===== config.mk =====
export PLATFORM = sky130hd
export DESIGN_NAME = mont_mul_rk_flat
export DESIGN_NICKNAME = d
export VERILOG_FILES = /design/src/rtl/mont_mul_rk_pkg.sv /design/src/rtl/mont_mul_rk_if.sv /design/src/rtl/mont_mul_rk_step.sv /design/src/rtl/mont_mul_rk.sv /design/src/flat_wrapper.sv
export SDC_FILE = /design/constraint.sdc
export NUM_CORES = 2
export LEC_CHECK = 0
export CAP_MARGIN = 20
export CORE_MARGIN = 2
export CORE_UTILIZATION = 40
export DETAILED_ROUTE_END_ITERATION = 6
export PLACE_DENSITY_LB_ADDON = 0.15
export SYNTH_ARGS = -nofsm -noshare
export SYNTH_HDL_FRONTEND = slang
export SYNTH_SLANG_ARGS = --single-unit
export TNS_END_PERCENT = 100

===== constraint.sdc =====
create_clock -name clk -period 16.3 [get_ports clk]
set_input_delay 3.26 -clock clk [delete_from_list [all_inputs] [get_ports clk]]
set_output_delay 3.26 -clock clk [all_outputs]
set_load 0.05 [all_outputs]

===== src/rtl/mont_mul_rk_pkg.sv =====
// Shared encodings for the Montgomery multiplier: FSM states, op codes, operand selects.
// Latency: n/a (types and constants only).
// Backpressure: n/a.
`ifndef DATA_WORD
`define DATA_WORD 2'd2
`endif

package mont_mul_pkg;

    typedef enum logic [2:0] {
        ST_IDLE    = 3'd0,
        ST_FETCH_B = 3'd1,
        ST_FETCH_N = 3'd2,
        ST_FETCH_A = 3'd3,
        ST_RUN     = 3'd4,
        ST_CLEANUP = 3'd5,
        ST_WRITE   = 3'd6
    } state_t;

    localparam logic MM_OP_MUL = 1'b0;
    localparam logic MM_OP_SQR = 1'b1;

    localparam logic [1:0] SEL_B   = 2'd0;
    localparam logic [1:0] SEL_N   = 2'd1;
    localparam logic [1:0] SEL_A   = 2'd2;
    localparam logic [1:0] SEL_RES = 2'd3;

endpackage


===== src/rtl/mont_mul_rk_if.sv =====
// LSU request/response bundle between the multiplier (master) and the core LSU (slave).
// Latency: n/a (wires only).
// Backpressure: master holds a request stable until the slave pulses lsu_done.
interface mont_mul_rk_if;
    logic        lsu_ren;
    logic        lsu_wen;
    logic [1:0]  lsu_type;
    logic [31:0] lsu_addr_offset;
    logic [1:0]  op_address_sel;
    logic        lsu_done;
    logic [31:0] lsu_rdata;
    logic [31:0] lsu_wdata;

    modport master (
        output lsu_ren, lsu_wen, lsu_type, lsu_addr_offset, op_address_sel, lsu_wdata,
        input  lsu_done, lsu_rdata
    );

    modport slave (
        input  lsu_ren, lsu_wen, lsu_type, lsu_addr_offset, op_address_sel, lsu_wdata,
        output lsu_done, lsu_rdata
    );
endinterface


===== src/rtl/mont_mul_rk_step.sv =====
// One radix-2 Montgomery step: M' = (M + a*B + q*N) / 2 with q chosen to make the sum even.
// Latency: combinational.
// Backpressure: none.
module mont_step #(
    parameter int BITS = 128
) (
    input  logic [BITS+1:0] m_in,
    input  logic [BITS-1:0] b,
    input  logic [BITS-1:0] n,
    input  logic            a_bit,
    output logic [BITS+1:0] m_out
);
    logic [BITS+1:0] sum_ab;
    logic [BITS+1:0] sum_abn;

    // add B when the A bit is set, then N when odd, then halve
    always_comb begin
        sum_ab  = m_in + (a_bit ? {2'b00, b} : '0);
        sum_abn = sum_ab[0] ? (sum_ab + {2'b00, n}) : sum_ab;
        m_out   = {1'b0, sum_abn[BITS+1:1]};
    end
endmodule


===== src/rtl/mont_mul_rk.sv =====
// Montgomery multiplier A*B*2^-BITS mod N (or B*B), operands fetched/written through the LSU.
// Latency: 1 + 2*WORDS + WORDS*(1 + 32/RADIX_BITS) + 1 + WORDS cycles with a zero-wait LSU (MUL).
// Backpressure: each LSU request is held stable until lsu_done; MONT_MUL_N_CACHE_EN enables N reuse.
module mont_mul_rk
    import mont_mul_pkg::*;
#(
    parameter int WORDS      = 4,
    parameter int RADIX_BITS = 2
) (
    input  logic                  clk,
    input  logic                  rst,
    input  logic                  start,
    input  logic                  op,
    input  logic                  keep_n,
    mont_mul_rk_if.master         lsu,
    output logic [32*WORDS-1:0]   result,
    output logic                  busy,
    output logic                  done
);
    localparam int BITS = 32 * WORDS;
    localparam int CW   = $clog2(WORDS);
    localparam int BW   = $clog2(BITS) + 1;

    state_t            state_q, state_d;
    logic [BITS+1:0]   m_q, m_d;
    logic [BITS-1:0]   b_q, b_d;
    logic [BITS-1:0]   n_q, n_d;
    logic [31:0]       a_sh_q, a_sh_d;
    logic [CW-1:0]     cnt_q, cnt_d;
    logic [BW-1:0]     bit_q, bit_d;
    logic              op_q, op_d;
    logic              ren_q, ren_d;
    logic              wen_q, wen_d;
    logic [1:0]        sel_q, sel_d;
    logic [31:0]       off_q, off_d;
    logic [31:0]       wdata_q, wdata_d;
    logic              done_q, done_d;
    logic              skip_n;
    logic [BITS+1:0]   chain [RADIX_BITS+1];

    // RADIX_BITS chained steps, LSB of the A shift register first
    assign chain[0] = m_q;
    for (genvar g = 0; g < RADIX_BITS; g++) begin : g_step
        mont_step #(.BITS(BITS)) u_step (
            .m_in  (chain[g]),
            .b     (b_q),
            .n     (n_q),
            .a_bit (a_sh_q[g]),
            .m_out (chain[g+1])
        );
    end

`ifdef MONT_MUL_N_CACHE_EN
    logic n_valid_q, n_valid_d;
    logic skip_n_q, skip_n_d;

    // N cache: valid after a completed N fetch; skip decision frozen at start
    always_comb begin
        n_valid_d = n_valid_q;
        skip_n_d  = skip_n_q;
        if (state_q == ST_IDLE && start) begin
            skip_n_d = keep_n & n_valid_q;
        end
        if (state_q == ST_FETCH_N && lsu.lsu_done && cnt_q == CW'(WORDS - 1)) begin
            n_valid_d = 1'b1;
        end
    end

    // N cache registers
    always_ff @(posedge clk) begin
        if (rst) begin
            n_valid_q <= 1'b0;
            skip_n_q  <= 1'b0;
        end else begin
            n_valid_q <= n_valid_d;
            skip_n_q  <= skip_n_d;
        end
    end

    assign skip_n = skip_n_q;
`else
    logic unused_keep_n;
    assign unused_keep_n = keep_n;
    assign skip_n        = 1'b0;
`endif

    // next-state, datapath and next-output computation
    always_comb begin
        state_d = state_q;
        m_d     = m_q;
        b_d     = b_q;
        n_d     = n_q;
        a_sh_d  = a_sh_q;
        cnt_d   = cnt_q;
        bit_d   = bit_q;
        op_d    = op_q;
        done_d  = 1'b0;

        case (state_q)
            ST_IDLE: begin
                if (start) begin
                    m_d     = '0;
                    op_d    = op;
                    cnt_d   = '0;
                    bit_d   = '0;
                    state_d = ST_FETCH_B;
                end
            end
            ST_FETCH_B: begin
                if (lsu.lsu_done) begin
                    b_d[{cnt_q, 5'd0} +: 32] = lsu.lsu_rdata;
                    if (cnt_q == CW'(WORDS - 1)) begin
                        cnt_d   = '0;
                        state_d = skip_n ? ST_FETCH_A : ST_FETCH_N;
                    end else begin
                        cnt_d = cnt_q + CW'(1);
                    end
                end
            end
            ST_FETCH_N: begin
                if (lsu.lsu_done) begin
                    n_d[{cnt_q, 5'd0} +: 32] = lsu.lsu_rdata;
                    if (cnt_q == CW'(WORDS - 1)) begin
                        cnt_d   = '0;
                        state_d = ST_FETCH_A;
                    end else begin
                        cnt_d = cnt_q + CW'(1);
                    end
                end
            end
            ST_FETCH_A: begin
                // squaring reuses B as the A operand, no LSU traffic
                if (op_q == MM_OP_SQR) begin
                    a_sh_d  = b_q[{bit_q[BW-1:5], 5'd0} +: 32];
                    state_d = ST_RUN;
                end else if (lsu.lsu_done) begin
                    a_sh_d  = lsu.lsu_rdata;
                    state_d = ST_RUN;
                end
            end
            ST_RUN: begin
                m_d    = chain[RADIX_BITS];
                a_sh_d = a_sh_q >> RADIX_BITS;
                bit_d  = bit_q + BW'(RADIX_BITS);
                if (bit_d == BW'(BITS)) begin
                    state_d = ST_CLEANUP;
                end else if (bit_d[4:0] == 5'd0) begin
                    state_d = ST_FETCH_A;
                end
            end
            ST_CLEANUP: begin
                // M < 2N here, so one conditional subtract fully reduces it
                if (m_q >= {2'b00, n_q}) begin
                    m_d = m_q - {2'b00, n_q};
                end
                cnt_d   = '0;
                state_d = ST_WRITE;
            end
            ST_WRITE: begin
                if (lsu.lsu_done) begin
                    if (cnt_q == CW'(WORDS - 1)) begin
                        cnt_d   = '0;
                        done_d  = 1'b1;
                        state_d = ST_IDLE;
                    end else begin
                        cnt_d = cnt_q + CW'(1);
                    end
                end
            end
            default: state_d = ST_IDLE;
        endcase

        // outputs follow the next state so they are registered and glitch-free
        ren_d   = (state_d == ST_FETCH_B) || (state_d == ST_FETCH_N) ||
                  ((state_d == ST_FETCH_A) && (op_d == MM_OP_MUL));
        wen_d   = (state_d == ST_WRITE);
        sel_d   = SEL_B;
        off_d   = '0;
        wdata_d = '0;
        case (state_d)
            ST_FETCH_B: begin
                sel_d = SEL_B;
                off_d = {{(30 - CW){1'b0}}, cnt_d, 2'b00};
            end
            ST_FETCH_N: begin
                sel_d = SEL_N;
                off_d = {{(30 - CW){1'b0}}, cnt_d, 2'b00};
            end
            ST_FETCH_A: begin
                if (op_d == MM_OP_MUL) begin
                    sel_d = SEL_A;
                    off_d = {{(29 - CW){1'b0}}, bit_d[BW-1:5], 2'b00};
                end
            end
            ST_WRITE: begin
                sel_d   = SEL_RES;
                off_d   = {{(30 - CW){1'b0}}, cnt_d, 2'b00};
                wdata_d = m_d[{cnt_d, 5'd0} +: 32];
            end
            default: ;
        endcase
    end

    // state, datapath and output registers
    always_ff @(posedge clk) begin
        if (rst) begin
            state_q <= ST_IDLE;
            m_q     <= '0;
            b_q     <= '0;
            n_q     <= '0;
            a_sh_q  <= '0;
            cnt_q   <= '0;
            bit_q   <= '0;
            op_q    <= 1'b0;
            ren_q   <= 1'b0;
            wen_q   <= 1'b0;
            sel_q   <= '0;
            off_q   <= '0;
            wdata_q <= '0;
            done_q  <= 1'b0;
        end else begin
            state_q <= state_d;
            m_q     <= m_d;
            b_q     <= b_d;
            n_q     <= n_d;
            a_sh_q  <= a_sh_d;
            cnt_q   <= cnt_d;
            bit_q   <= bit_d;
            op_q    <= op_d;
            ren_q   <= ren_d;
            wen_q   <= wen_d;
            sel_q   <= sel_d;
            off_q   <= off_d;
            wdata_q <= wdata_d;
            done_q  <= done_d;
        end
    end

    assign lsu.lsu_ren         = ren_q;
    assign lsu.lsu_wen         = wen_q;
    assign lsu.lsu_type        = `DATA_WORD;
    assign lsu.lsu_addr_offset = off_q;
    assign lsu.op_address_sel  = sel_q;
    assign lsu.lsu_wdata       = wdata_q;
    assign result              = m_q[BITS-1:0];
    assign busy                = (state_q != ST_IDLE);
    assign done                = done_q;
endmodule


===== src/flat_wrapper.sv =====
// flat-port wrapper written by rule: the top's interface ports become plain ports
module mont_mul_rk_flat import mont_mul_pkg::*;
#(
    parameter int WORDS      = 4,
    parameter int RADIX_BITS = 2
)
  (clk, rst, start, op, keep_n, result, busy, done, lsu_lsu_ren, lsu_lsu_wen, lsu_lsu_type, lsu_lsu_addr_offset, lsu_op_address_sel, lsu_lsu_wdata, lsu_lsu_done, lsu_lsu_rdata);
  mont_mul_rk_if lsu_i ();
  input  logic clk;
  input  logic rst;
  input  logic start;
  input  logic op;
  input  logic keep_n;
  output logic [32*WORDS-1:0] result;
  output logic busy;
  output logic done;
  output wire logic [$bits(lsu_i.lsu_ren)-1:0] lsu_lsu_ren;
  output wire logic [$bits(lsu_i.lsu_wen)-1:0] lsu_lsu_wen;
  output wire logic [$bits(lsu_i.lsu_type)-1:0] lsu_lsu_type;
  output wire logic [$bits(lsu_i.lsu_addr_offset)-1:0] lsu_lsu_addr_offset;
  output wire logic [$bits(lsu_i.op_address_sel)-1:0] lsu_op_address_sel;
  output wire logic [$bits(lsu_i.lsu_wdata)-1:0] lsu_lsu_wdata;
  input wire logic [$bits(lsu_i.lsu_done)-1:0] lsu_lsu_done;
  input wire logic [$bits(lsu_i.lsu_rdata)-1:0] lsu_lsu_rdata;
  assign lsu_lsu_ren = lsu_i.lsu_ren;
  assign lsu_lsu_wen = lsu_i.lsu_wen;
  assign lsu_lsu_type = lsu_i.lsu_type;
  assign lsu_lsu_addr_offset = lsu_i.lsu_addr_offset;
  assign lsu_op_address_sel = lsu_i.op_address_sel;
  assign lsu_lsu_wdata = lsu_i.lsu_wdata;
  assign lsu_i.lsu_done = lsu_lsu_done;
  assign lsu_i.lsu_rdata = lsu_lsu_rdata;
  mont_mul_rk #(.WORDS(WORDS), .RADIX_BITS(RADIX_BITS)) u_core (.clk(clk), .rst(rst), .start(start), .op(op), .keep_n(keep_n), .lsu(lsu_i), .result(result), .busy(busy), .done(done));
endmodule

==> results.yml <==
run_status:
  status: "finished, violations left"
  failed_checks: "design-rule violations"
floorplanning:
  start_util_pct: 40.23
  die-width_um: 405.4
  die_h_um: 405.4
  core_area_mm2: 0.1602
  num_rows: 147
  die_area_mm2: 0.1643
  ios: 238
yosys:
  ys_seq_area_share_pct: 14.63
  synth-main-ff-cell: "dfxtp_1"
  yosysTopAreaCellShare_pct: 14.63
  yosys_warnings: 0
  synth_area_leaders: "dfxtp_1, ha_1, a21oi_1"
  synth.avg_cell_area_um2: 6.968
  ys_ff_latch: 471
  synth_cell_types: 96
  syn-cell-area_mm2: 0.06444
  synth_cells: 9248
  synth_edf_count: 0
  postSynth.asyncResetShare_pct: 0
  synth_area_leader_cell: "dfxtp_1"
cts:
  path_clk_slew_ns: 0.06
  cts_resized: 0
  hold_buffers: 0
  cts_sinks: 471
  cts_buffers: 66
  htree_levels: 3
  clock_latency_ns: 0.71
  clockBufferDepth: 3
  cts_setup_buffers: 0
  cts_tree: "yes"
  cts-root-buf: "clkbuf_16"
finish:
  regArea_mm2: 0.009438
  drive_gt1_share_pct: 7.980
  areaGrowthSynthToFinish_pct: 10.62
  final_common_cell: "a21oi_1"
  mostFrequentLayoutCells: "a21oi_1, nand2_1, ha_1"
  nets: 9869
  finish.utilization_pct: 44.50
  num-fill-cells: 16812
  multi_input_area_mm2: 0.05044
setup_path:
  cp_max_fo: 59
  crit_required_ns: 16.79
  worstSetupPathType: "flip-flop to flip-flop"
  cp.arrival_ns: 16.01
  r2r_cells: 55
  crit_slowest_cell: "or4_1"
  crit_top_cell: "buf_4"
  slowest_delay_ns: 0.59
  rrSetupSlack_ns: 0.78
  critPathLaunchType: "flip-flop"
  worst_setup_path_end_kind: "flip-flop"
sta:
  slew_violations: 0
  finalCritPeriodShare_pct: 95.24
  max_clock_freq_mhz: 64.42
  setup_viol: 0
  tightest_slew_ns: 1.330
  period_needed_ns: 15.52
  fin_tns_setup_ns: 0
  hold_viol: 0
  finClkSkew_ns: 0.03611
  rsz0062_at_grt: "no"
  slew-limit-headroom_pct: 11.33
grt:
  antenna_found_initial: 40
  grt_pass1_wl_um: 506900
  grt_max_degree: 177
  overflow: 0
  grt_usage_pct: 43.06
  grt_pass1_vias: 67531
route:
  num_vias: 74309
  drc: 14
  drtIter0Drc: 10019
  postRouteAntennaNets: 0
  post_drt_wl_per_cell_um: 32.35
  firstDrtPassIters: 7
  routed_wl_um: 369100
  via_per_inst: 6.514
power_and_ir_drop:
  total_power_mw: 2.898
  leakagePower_nw: 31.92
  ir_worst_vdd_uv: 63.75
  power_density_mw_per_mm2: 40.65
flow_run:
  cap_violations: 0
hold_path:
  hold-path-cell-count: 2
  min_path_type: "flip-flop to flip-flop"
place:
  dpl.hpwl_um: 301400
  gp_congestion: 1.086
  portBuffers: 205
## Yosys cell counts, types with 45 or more instances
cell type     n
nand3_1     377
nand2_1     998
a222oi_1     49
a221oi_1     84
o31ai_1      45
mux2_2      107
clkbuf_1    575
nand4_1     270
xor2_1      249
nor2_1      618
nand2b_1     57
o21ai_0     516
o21a_1       80
ha_1        650
a31oi_1      71
a21oi_1    1219
o21ai_1      65
inv_1       339
and3_1       52
nor2b_1      79
a211oi_1     52
buf_4       159
and2_1      297
nor3_1      142
o22ai_1      63
o21bai_1    179
xnor2_1     369
a21o_1      414
dfxtp_1     471
## worst max-delay path, delay by kind of cell (launching register included)
kind / cells / cell delay [ns]
AO/OA/AOI/OAI: 22 / 6.15
XOR/XNOR: 4 / 0.70
adder cells (fa/ha/maj): 4 / 1.69
buffers and inverters: 8 / 1.83
flip-flops: 1 / 0.58
AND/OR/NAND/NOR: 17 / 4.24
## worst paths after layout
kind | start | end
max | u_core.a_sh_q[0] | u_core.lsu.lsu_wdata[17]
min | u_core.a_sh_q[16] | u_core.a_sh_q[16]
max reg2reg | u_core.a_sh_q[0] | u_core.lsu.lsu_wdata[17]
min reg2reg | u_core.a_sh_q[16] | u_core.a_sh_q[16]
## power breakdown
group,internal (mW),switching [mW]
Combinational,0.0347,0.157
Clock,0.867,0.670
Sequential,1.16,0.0137
## routing by layer
| metal | GRT usage (%) | share of wire [%] | vias up |
|---|---|---|---|
| met5 | 0 | 0.027 | - |
| met4 | 29.63 | 8.3 | 14 |
| met3 | 9.701 | 11 | 874 |
| met2 | 62.74 | 41 | 4330 |
| met1 | 56.14 | 41 | 35760 |
| li1 | - | - | 33331 |
## metrics by stage
step / hold WS (ns) / std cells / setup WS (ns) / area [µm²]
6_report: 0.5168 / 11407 / 0.7758 / 71280
3_5_place_dp: 0.4941 / 11265 / 1.311 / 68980
2_1_floorplan: 0.4499 / 9277 / 4.752 / 64550
5_1_grt: 0.5324 / 11383 / 0.1216 / 71220
3_3_place_gp: 0.4815 / 11264 / 1.465 / 68960
4_1_cts: 0.5095 / 11380 / 1.296 / 71170
## cell type report
cell class,instances,area share (%)
well taps,2160,3.791
flip-flops and latches,471,13.24
multi-input cells,7684,70.76
inverters,343,1.810
diodes,24,0.08425
clock buffers,86,2.563
repair buffers,610,7.240
clock inverters,29,0.5125
## cells by family after synthesis
family          share of synthesized area (%)
compound gates                          30.86
xor+xnor                                8.400
fa+ha+maj                               12.78
buf+inv                                 7.479
flops                                   14.63
mux                                     3.609
other cells                           0.01165
simple gates                            22.24
## flip-flops by register name, indices dropped and copies added, names as in the netlist, 2 cells and up
register and cells:
u_core.b_q 128, u_core.state_q 3, u_core.n_q 128, u_core.a_sh_q 32, u_core.m_q 130, u_core.lsu.op_address_sel 2
u_core.lsu.lsu_addr_offset 3, u_core.cnt_q 2, u_core.lsu.lsu_wdata 32, u_core.bit_q 7
(Power assumes the default switching activity.)
